## src/rtl/battle_link_pkg.sv

```systemverilog
// Shared constants and types for the MCU-to-renderer battle-state SPI link.
package battle_link_pkg;
  localparam int         FRAME_BYTES = 8;
  localparam logic [7:0] SYNC_BYTE   = 8'hA5;
  localparam int         FRAME_W     = 8 * FRAME_BYTES;
  localparam int         BYTE_IDX_W  = $clog2(FRAME_BYTES);

  // Payload byte slots: first byte lands in state_out[7:0]
  localparam logic [BYTE_IDX_W-1:0] IDX_FIRST = '0;
  localparam logic [BYTE_IDX_W-1:0] IDX_LAST  = BYTE_IDX_W'(FRAME_BYTES - 1);

  typedef enum logic [1:0] {
    HUNT    = 2'd0,
    PAYLOAD = 2'd1,
    CHECK   = 2'd2
  } rx_state_t;
endpackage

```

## src/rtl/spi_sck_sync.sv

```systemverilog
// Two-flop synchroniser for SPI sck/mosi with sck rising-edge detection.
module spi_sck_sync (
  input  logic clk,
  input  logic reset,
  input  logic sck,
  input  logic mosi,
  output logic bit_evt,
  output logic bit_val
);
  logic [2:0] r_sck;
  logic [1:0] r_mosi;

  always_ff @(posedge clk) begin
    if (reset) begin
      r_sck  <= '0;
      r_mosi <= '0;
    end else begin
      r_sck  <= {r_sck[1:0], sck};
      r_mosi <= {r_mosi[0], mosi};
    end
  end

  // mosi is taken from the same stage as the synced sck that produced the edge
  assign bit_evt = r_sck[1] & ~r_sck[2];
  assign bit_val = r_mosi[1];
endmodule

```

## src/rtl/battle_state_spi_rx.sv

```systemverilog
// Receives sync-framed, XOR-checked battle-state frames over SPI and
// presents them to the renderer only on a vsync falling edge.
module battle_state_spi_rx
  import battle_link_pkg::*;
#(
  parameter int TIMEOUT_CYCLES = 65536
) (
  input  logic               clk,
  input  logic               reset,
  input  logic               sck,
  input  logic               mosi,
  input  logic               vsync,
  output logic [FRAME_W-1:0] state_out,
  output logic               state_valid,
  output logic               update_pulse,
  output logic               frame_err,
  output logic               dropped,
  output logic [1:0]         dbg_state
);
  localparam int TO_W = (TIMEOUT_CYCLES > 2) ? $clog2(TIMEOUT_CYCLES) : 1;
  localparam logic [TO_W-1:0] TO_LAST = TO_W'(TIMEOUT_CYCLES - 1);

  logic                  w_bit_evt;
  logic                  w_bit_val;
  logic [7:0]            w_byte;
  logic                  w_vs_fall;

  rx_state_t             r_state;
  logic [6:0]            r_sr;
  logic [2:0]            r_bitcnt;
  logic [BYTE_IDX_W-1:0] r_bytecnt;
  logic [7:0]            r_chk;
  logic [FRAME_W-1:0]    r_shadow;
  logic [FRAME_W-1:0]    r_staging;
  logic                  r_pending;
  logic [TO_W-1:0]       r_idle;
  logic [2:0]            r_vs;
  logic [FRAME_W-1:0]    r_state_out;
  logic                  r_valid;
  logic                  r_update;
  logic                  r_err;
  logic                  r_drop;

  spi_sck_sync u_sck_sync (
    .clk     (clk),
    .reset   (reset),
    .sck     (sck),
    .mosi    (mosi),
    .bit_evt (w_bit_evt),
    .bit_val (w_bit_val)
  );

  assign w_byte    = {r_sr, w_bit_val};
  assign w_vs_fall = ~r_vs[1] & r_vs[2];

  always_ff @(posedge clk) begin
    if (reset) begin
      r_state     <= HUNT;
      r_sr        <= '0;
      r_bitcnt    <= '0;
      r_bytecnt   <= IDX_FIRST;
      r_chk       <= '0;
      r_shadow    <= '0;
      r_staging   <= '0;
      r_pending   <= 1'b0;
      r_idle      <= '0;
      r_vs        <= '0;
      r_state_out <= '0;
      r_valid     <= 1'b0;
      r_update    <= 1'b0;
      r_err       <= 1'b0;
      r_drop      <= 1'b0;
    end else begin
      r_vs     <= {r_vs[1:0], vsync};
      r_update <= 1'b0;
      r_err    <= 1'b0;
      r_drop   <= 1'b0;

      if (w_bit_evt) r_sr <= w_byte[6:0];

      // Commit reads the old staging; a frame completing this cycle re-arms pending below
      if (w_vs_fall && r_pending) begin
        r_state_out <= r_staging;
        r_update    <= 1'b1;
        r_valid     <= 1'b1;
        r_pending   <= 1'b0;
      end

      case (r_state)
        HUNT: begin
          r_idle <= '0;
          if (w_bit_evt && (w_byte == SYNC_BYTE)) begin
            r_bitcnt  <= '0;
            r_bytecnt <= IDX_FIRST;
            r_chk     <= '0;
            r_state   <= PAYLOAD;
          end
        end
        PAYLOAD, CHECK: begin
          if (w_bit_evt) begin
            r_idle   <= '0;
            r_bitcnt <= r_bitcnt + 3'd1;
            if (r_bitcnt == 3'd7) begin
              if (r_state == PAYLOAD) begin
                r_shadow[{r_bytecnt, 3'b000} +: 8] <= w_byte;
                r_chk     <= r_chk ^ w_byte;
                r_bytecnt <= r_bytecnt + BYTE_IDX_W'(1);
                if (r_bytecnt == IDX_LAST) r_state <= CHECK;
              end else begin
                if (w_byte == r_chk) begin
                  r_staging <= r_shadow;
                  r_pending <= 1'b1;
                  r_drop    <= r_pending & ~w_vs_fall;
                end else begin
                  r_err <= 1'b1;
                end
                r_state <= HUNT;
              end
            end
          end else if (r_idle == TO_LAST) begin
            r_state  <= HUNT;
            r_err    <= 1'b1;
            r_shadow <= '0;
          end else begin
            r_idle <= r_idle + TO_W'(1);
          end
        end
        default: r_state <= HUNT;
      endcase
    end
  end

  assign state_out    = r_state_out;
  assign state_valid  = r_valid;
  assign update_pulse = r_update;
  assign frame_err    = r_err;
  assign dropped      = r_drop;
  assign dbg_state    = r_state;
endmodule

```

## config.mk

```make
export PLATFORM = sky130hd
export DESIGN_NAME = battle_state_spi_rx
export DESIGN_NICKNAME = d
export VERILOG_FILES = /design/src/rtl/battle_link_pkg.sv /design/src/rtl/spi_sck_sync.sv /design/src/rtl/battle_state_spi_rx.sv
export SDC_FILE = /design/constraint.sdc
export NUM_CORES = 1
export LEC_CHECK = 0
export ABC_AREA = 1
export BUFFER_PORTS_ARGS = -buffer_cell sky130_fd_sc_hd__buf_4
export CORE_MARGIN = 1
export CORE_UTILIZATION = 54
export DETAILED_ROUTE_END_ITERATION = 7
export MAX_ROUTING_LAYER = met4
export PLACE_DENSITY_LB_ADDON = 0.25
export SYNTH_ARGS = -nofsm -noshare
export SYNTH_HDL_FRONTEND = slang
export SYNTH_SLANG_ARGS = --single-unit
```

## constraint.sdc

```tcl
create_clock -name clk -period 2 [get_ports clk]
set_clock_uncertainty 0.1 [all_clocks]
set_input_delay 0.1 -clock clk [delete_from_list [all_inputs] [get_ports clk]]
set_output_delay 0.1 -clock clk [all_outputs]
set_load 0.01 [all_outputs]
```

==> flow_summary_export.csv, run 1 <==
group,metric,value,unit
setup_path,crit_chain,"inv_1 -> ha_2 -> ha_1 -> nor2_2 -> nand4_1 -> inv_1 -> nand4_1 -> a21oi_1",
floorplanning,die_w,139,um
route,antenna_left,0,
yosys,syn-num-nets,1414,
job,max_cap_violations,0,
setup_path,endpoint_kind,"flop",
finish,stdcell_count,1731,
grt,grt_max_degree,88,
floorplanning,num_rows,49,
yosys,ys_types,33,
yosys,synth_edf_count,0,
sta,finalHoldViolations,0,
setup_path,critPathMaxFanout,8,
clock_network,clock_latency,0.52,ns
clock_network,clkTransAtPathRegs,0.07,ns
min_path,hold_path_end,"u_sck_sync.r_sck[0]$_SDFF_PP0_",
floorplanning,ioPinCount,75,
finish,antenna_cells,0,
placed_design,portBuffers,74,
route,wirelength,22.0,mm
setup_path,cpMaxStageDelayCell,"dfxtp_1",
pwr,power,12.3,mW
clock_network,clock-sinks,244,
floorplanning,chipHeight,139,um
route,post_drt_wl_per_cell,12.7,um
grt,grt_pass1_wl,36.9,mm
finish,drive_above_1_share,14.4,%
setup_path,crit_family,"simple AND/OR/NAND/NOR gates",
finish,fin_nets,1508,
placed_design,dpl.cell_count,1684,
route,drc,0,
finish,area_delta_synth_final,19.0,%
floorplanning,coreArea,18300,sq um
grt,track_usage,23.2,%
setup_path,critPathLaunchType,"flop",
min_path,hold_depth,4,
clock_network,cts_inserted_buffers,24,
yosys,synthArstFlopShare,0,%
min_path,holdCritStartpoint,"sck",
sta,tightest_slew,0.930,ns
grt,overflow,0,
route,num_vias,8795,
yosys,syn_inst,1397,
yosys,ys_seq_elements,244,
yosys,yosys_warnings,0,
clock_network,cts_tree,"built",
clock_network,cts_htree_levels,1,
setup_path,cp-startpoint,"r_bytecnt[1]$_SDFFE_PP0P_",
yosys,synthFlopType,"dfxtp_1",
sta,fmax,523,MHz
setup_path,cpPeakStageDelay,0.36,ns
pwr,p_per_area,1010,nW/um^2
sta,max-slew-margin-rel,38.0,%
route,via_per_inst,5.08,
yosys,yosysMostFrequentCell,"nand2_1",
setup_path,r2r_start,"r_bytecnt[1]$_SDFFE_PP0P_",
sta,maxSlewViolCount,0,
clock_network,cts_root_buffer,"clkbuf_16",
grt,grt_antenna_before_repair,0,
min_path,min_path_type,"input pin to flop",
placed_design,gp_congestion,0.873,
floorplanning,die_area,19500,sq um
route,firstDrtPassIters,5,
setup_path,reg2reg_slack,0.09,ns
sta,setup_viol,0,
placed_design,hpwlAfterDp,13.6,mm
yosys,yosys-top-cells-area,"dfxtp_1 48%, nand2_1 9.6%, nor2_1 7.8%",
setup_path,cp.arrival,2.26,ns
yosys,syn_area_per_cell,7.31,sq um
route,drtIter0Drc,638,
yosys,synth_top_area_share,47.8,%
setup_path,ff2ff_path_depth,8,
floorplanning,start_util,55.9,%
pwr,leakagePower,5.33,nW
yosys,synthesis.area,10200,sq um
setup_path,r2r-end,"r_shadow[51]$_SDFFE_PP0P_",
yosys,synth_top_cell_by_area,"dfxtp_1",
setup_path,path_buf_inv,2,
setup_path,crit_required,2.34,ns
sta,period_share,95.7,%
placed_design,dp_slack,-0.123,ns
clock_network,cts_max_path_buffers,3,
sta,period_minus_slack,1.91,ns
grt,grt_pass1_vias,8079,
run_status,status,"finished clean",
pwr,irDropWorstVdd,724,uV
setup_path,crit_type,"flop to flop",
yosys,ys_top_cells_by_count,"260 x nand2_1, 244 x dfxtp_1, 211 x nor2_1",
sta,layout_setup_ws,0.0863,ns
yosys,seq_area_frac_synth,47.8,%
routing by layer:
| metal | share of wire (%) | GRT usage [%] | up-vias |
|---|---|---|---|
| met5 | 0 | - | - |
| met3 | 4.2 | 3.13 | 37 |
| met2 | 47 | 38.4 | 189 |
| li1 | - | - | 4635 |
| met4 | 2.1 | 7.31 | 0 |
| met1 | 47 | 29.3 | 3934 |
metrics by stage:
step                hold WS (ns)  TNS, ns  util (%)  cell area, sq um
floorplan                  0.107        0         -             10200
global placement           0.205   -0.104      61.2             11200
detailed placement         0.209    -3.50      61.2             11200
CTS                        0.214   -0.834      65.5             12000
global route               0.244   -0.164      66.5             12100
finish                     0.230        0      66.5             12100
cells by family after synthesis:
group                      synth area share [%]
xor gates and xnor gates                  0.772
and+or+nand+nor                            25.6
AOI/OAI and AO/OA                          12.9
DFF                                        47.8
buffers and inverters                      11.4
adders and majority gates                  1.47
worst reg2reg max path: cells and delay by family, from the launching register on:
kind	cells	cell delay, ns
flip-flops	1	0.36
AND/OR/NAND/NOR	3	0.48
AO/OA/AOI/OAI	1	0.17
adder cells (fa/ha/maj)	2	0.41
buffers and inverters	2	0.32
cells in the final DEF (no fill, tap or decap), drive strengths merged:
master,n
a21boi,1
a21oi,156
buf,137
clkbuf,34
clkinv,7
clkinvlp,1
dfxtp,244
dlygate4sd3,4
ha,12
inv,191
nand2,269
nand3,33
nand3b,1
nand4,74
nor2,219
nor3,6
nor4,1
o21a,4
o21ai,95
o21bai,3
or2,1
xnor2,6
xor2,3
registers in the layout, indices dropped and copies added, names as in the netlist:
signal and count:
r_sr 7, r_chk 8, r_shadow 64, r_bitcnt 3, state_valid 1, r_bytecnt 3
dbg_state 2, update_pulse 1, r_vs 3, dropped 1, state_out 64, r_idle 16
frame_err 1, u_sck_sync.r_sck 3, r_staging 64, r_pending 1, u_sck_sync.r_mosi 2
final cells by class:
type,count,area (sq um)
Clock buffer,34,678
Clock inverter,3,26.3
Sequential cell,244,4890
Fill cell,1596,6120
Timing Repair inverter,1,7.51
Multi-Input combinational cell,884,4370
Tap cell,229,287
Inverter,195,738
Timing Repair Buffer,141,1160
worst max path at each step:
stage                                endpoint  slack, ns  cells after the start
floorplan            r_shadow[7]$_SDFFE_PP0P_       0.01                      8
global placement     r_shadow[3]$_SDFFE_PP0P_      -0.02                      9
detailed placement  r_shadow[26]$_SDFFE_PP0P_      -0.12                      7
CTS                 r_shadow[32]$_SDFFE_PP0P_      -0.04                     10
global route        r_shadow[42]$_SDFFE_PP0P_      -0.04                      9
finish              r_shadow[51]$_SDFFE_PP0P_       0.09                      8
power breakdown:
group,switching (mW),internal (mW),total [mW]
sequential,0.0966,5.01,5.11
combinational,1.91,1.14,3.06
clock,1.80,2.34,4.14
total,3.82,8.49,12.3
what timing repair did:
action	in CTS	in global routing
hold endpoints to repair	31	0
gates cloned	2	1
hold buffers	4	0
setup endpoints to repair	64	140
pin swaps	2	10
setup buffers	0	3
resized for setup	9	31
(Power assumes the default switching activity.)
==> inputs of run 2 (changes only) <==
--- a/config.mk
+++ b/config.mk
@@ -9,6 +9,7 @@
 export BUFFER_PORTS_ARGS = -buffer_cell sky130_fd_sc_hd__buf_4
 export CORE_MARGIN = 1
 export CORE_UTILIZATION = 54
+export CTS_CLUSTER_DIAMETER = 40
 export DETAILED_ROUTE_END_ITERATION = 7
 export MAX_ROUTING_LAYER = met4
 export PLACE_DENSITY_LB_ADDON = 0.25
==> constraint.sdc (replaced) <==
create_clock -name clk -period 2 [get_ports clk]
set_clock_uncertainty 0.1 [all_clocks]
set_input_delay 0.1 -clock clk [delete_from_list [all_inputs] [get_ports clk]]
set_output_delay 0.1 -clock clk [all_outputs]
set_load 0.1 [all_outputs]
==> flow_summary_export.csv, run 2 (synthesis results as in run 1) <==
group,metric,value,unit
run_status,status,"finished clean",
route,drtIter0Drc,696,
grt,grt_pass1_wl,36.7,mm
setup_path,critPathMaxFanout,16,
job,max_cap_violations,0,
clock_network,cts_tree,"built",
setup_path,endpoint_kind,"flop",
setup_path,cp-startpoint,"r_idle[0]$_SDFFE_PP0P_",
setup_path,crit_type,"flop to flop",
setup_path,critPathLaunchType,"flop",
placed_design,dp_slack,-0.0577,ns
sta,finalHoldViolations,0,
finish,antenna_cells,0,
route,drc,0,
route,antenna_left,0,
sta,tightest_slew,0.492,ns
clock_network,cts_htree_levels,2,
min_path,holdCritStartpoint,"reset",
floorplanning,coreArea,18300,sq um
sta,setup_viol,0,
sta,maxSlewViolCount,0,
pwr,irDropWorstVdd,570,uV
finish,fillers,1486,
sta,period_minus_slack,1.95,ns
route,wl_met3,1.19,mm
clock_network,clock_latency,0.50,ns
clock_network,cts_max_path_buffers,3,
route,highest_layer,"met4",
placed_design,portBuffers,74,
finish,stdcell_count,1746,
floorplanning,chipHeight,139,um
floorplanning,num_rows,49,
clock_network,cts_root_buffer,"clkbuf_16",
grt,grt_max_degree,131,
route,via_per_inst,5.11,
min_path,min_path_type,"input pin to flop",
sta,max-slew-margin-rel,67.2,%
route,m1WireLength,10.4,mm
floorplanning,die_area,19500,sq um
setup_path,r2r_start,"r_idle[0]$_SDFFE_PP0P_",
pwr,leakagePower,5.59,nW
route,met2RoutedLength,10.5,mm
grt,grt_antenna_before_repair,0,
route,firstDrtPassIters,5,
sta,layout_setup_ws,0.0473,ns
placed_design,gp_congestion,0.834,
setup_path,crit_required,2.32,ns
route,num_vias,8915,
grt,overflow,0,
finish,final_cell_mix,"256 x nand2_1, 241 x dfxtp_1, 210 x nor2_1, 187 x inv_1, 156 x a21oi_1",
placed_design,dpl.cell_count,1673,
floorplanning,start_util,55.9,%
route,post_drt_wl_per_cell,13.0,um
clock_network,clkTransAtPathRegs,0.06,ns
sta,period_share,97.6,%
sta,tns,0,ns
grt,track_usage,23.2,%
floorplanning,die_w,139,um
finish,fin_nets,1510,
grt,grt_pass1_vias,7966,
sta,fmax,512,MHz
finish,final_common_cell,"nand2_1",
floorplanning,ioPinCount,75,
finish,drive_above_1_share,15.6,%
clock_network,clock-sinks,244,
placed_design,hpwlAfterDp,13.0,mm
pwr,p_per_area,1140,nW/um^2
finish,area_delta_synth_final,24.5,%
route,wirelength,22.7,mm
setup_path,cp.arrival,2.28,ns
clock_network,cts_inserted_buffers,34,
-- run 2: path summary, 6_finish.rpt --
check | to | slack [ns] | depth (start not counted)
min | u_sck_sync.r_mosi[1]$_SDFF_PP0_ | 0.02 | 3
max | r_shadow[8]$_SDFFE_PP0P_ | 0.05 | 10
max reg2reg | r_shadow[8]$_SDFFE_PP0P_ | 0.05 | 10
min reg2reg | u_sck_sync.r_mosi[1]$_SDFF_PP0_ | 0.30 | 2
-- run 2: final cells by class --
type	count	area [sq um]	area share, %
Clock inverter	16	238	1.87
Tap cell	229	287	2.26
Timing Repair Buffer	134	1210	9.52
Sequential cell	244	4890	38.5
Clock buffer	44	960	7.55
Inverter	195	752	5.92
Multi-Input combinational cell	884	4370	34.4
-- run 2: per-layer routing --
metal  vias up  track usage (%)
met5         -                -
met1      3985             29.5
li1       4645                -
met4         0             9.59
met2       228             36.3
met3        57             4.27
-- run 2: worst max-delay path: stages (launching register included) --
cell and delay, ns:
dfxtp_1 0.37, ha_4 0.16, nand2_2 0.08, nor2_4 0.16, nand2_4 0.09, nor2_8 0.18, nand2_8 0.12, nand2_8 0.13
buf_6 0.18, nand4_1 0.12, a21oi_1 0.19
-- run 2: what timing repair did --
action                                  4_1_cts  5_1_grt
buffers inserted                              1        4
gates resized for setup                       5       38
pin swaps                                     2       10
endpoints found under the setup margin       74       99
endpoints found under the hold margin         3        0
cloned                                        0        5
hold buffers                                  3        0
-- run 2: per-stage QoR --
stage / power, mW / hold slack, ns / util, % / area [sq um]
final: 14.5 / 0.0173 / 69.5 / 12700
after global routing: 15.1 / 0.0419 / 69.5 / 12700
after CTS: 14.3 / 0.0162 / 67.9 / 12400
after detailed placement: 7.96 / 0.208 / 61.0 / 11100
after global placement: 7.90 / 0.205 / 61.0 / 11100
after floorplan: 7.14 / 0.107 / - / 10200
-- run 2: where the power goes --
group | internal, mW | leakage [nW] | switching, mW
Clock | 4.06 | 0.579 | 2.20
Combinational | 1.07 | 3.04 | 2.00
Sequential | 5.02 | 1.97 | 0.0929
Total | 10.2 | 5.59 | 4.30
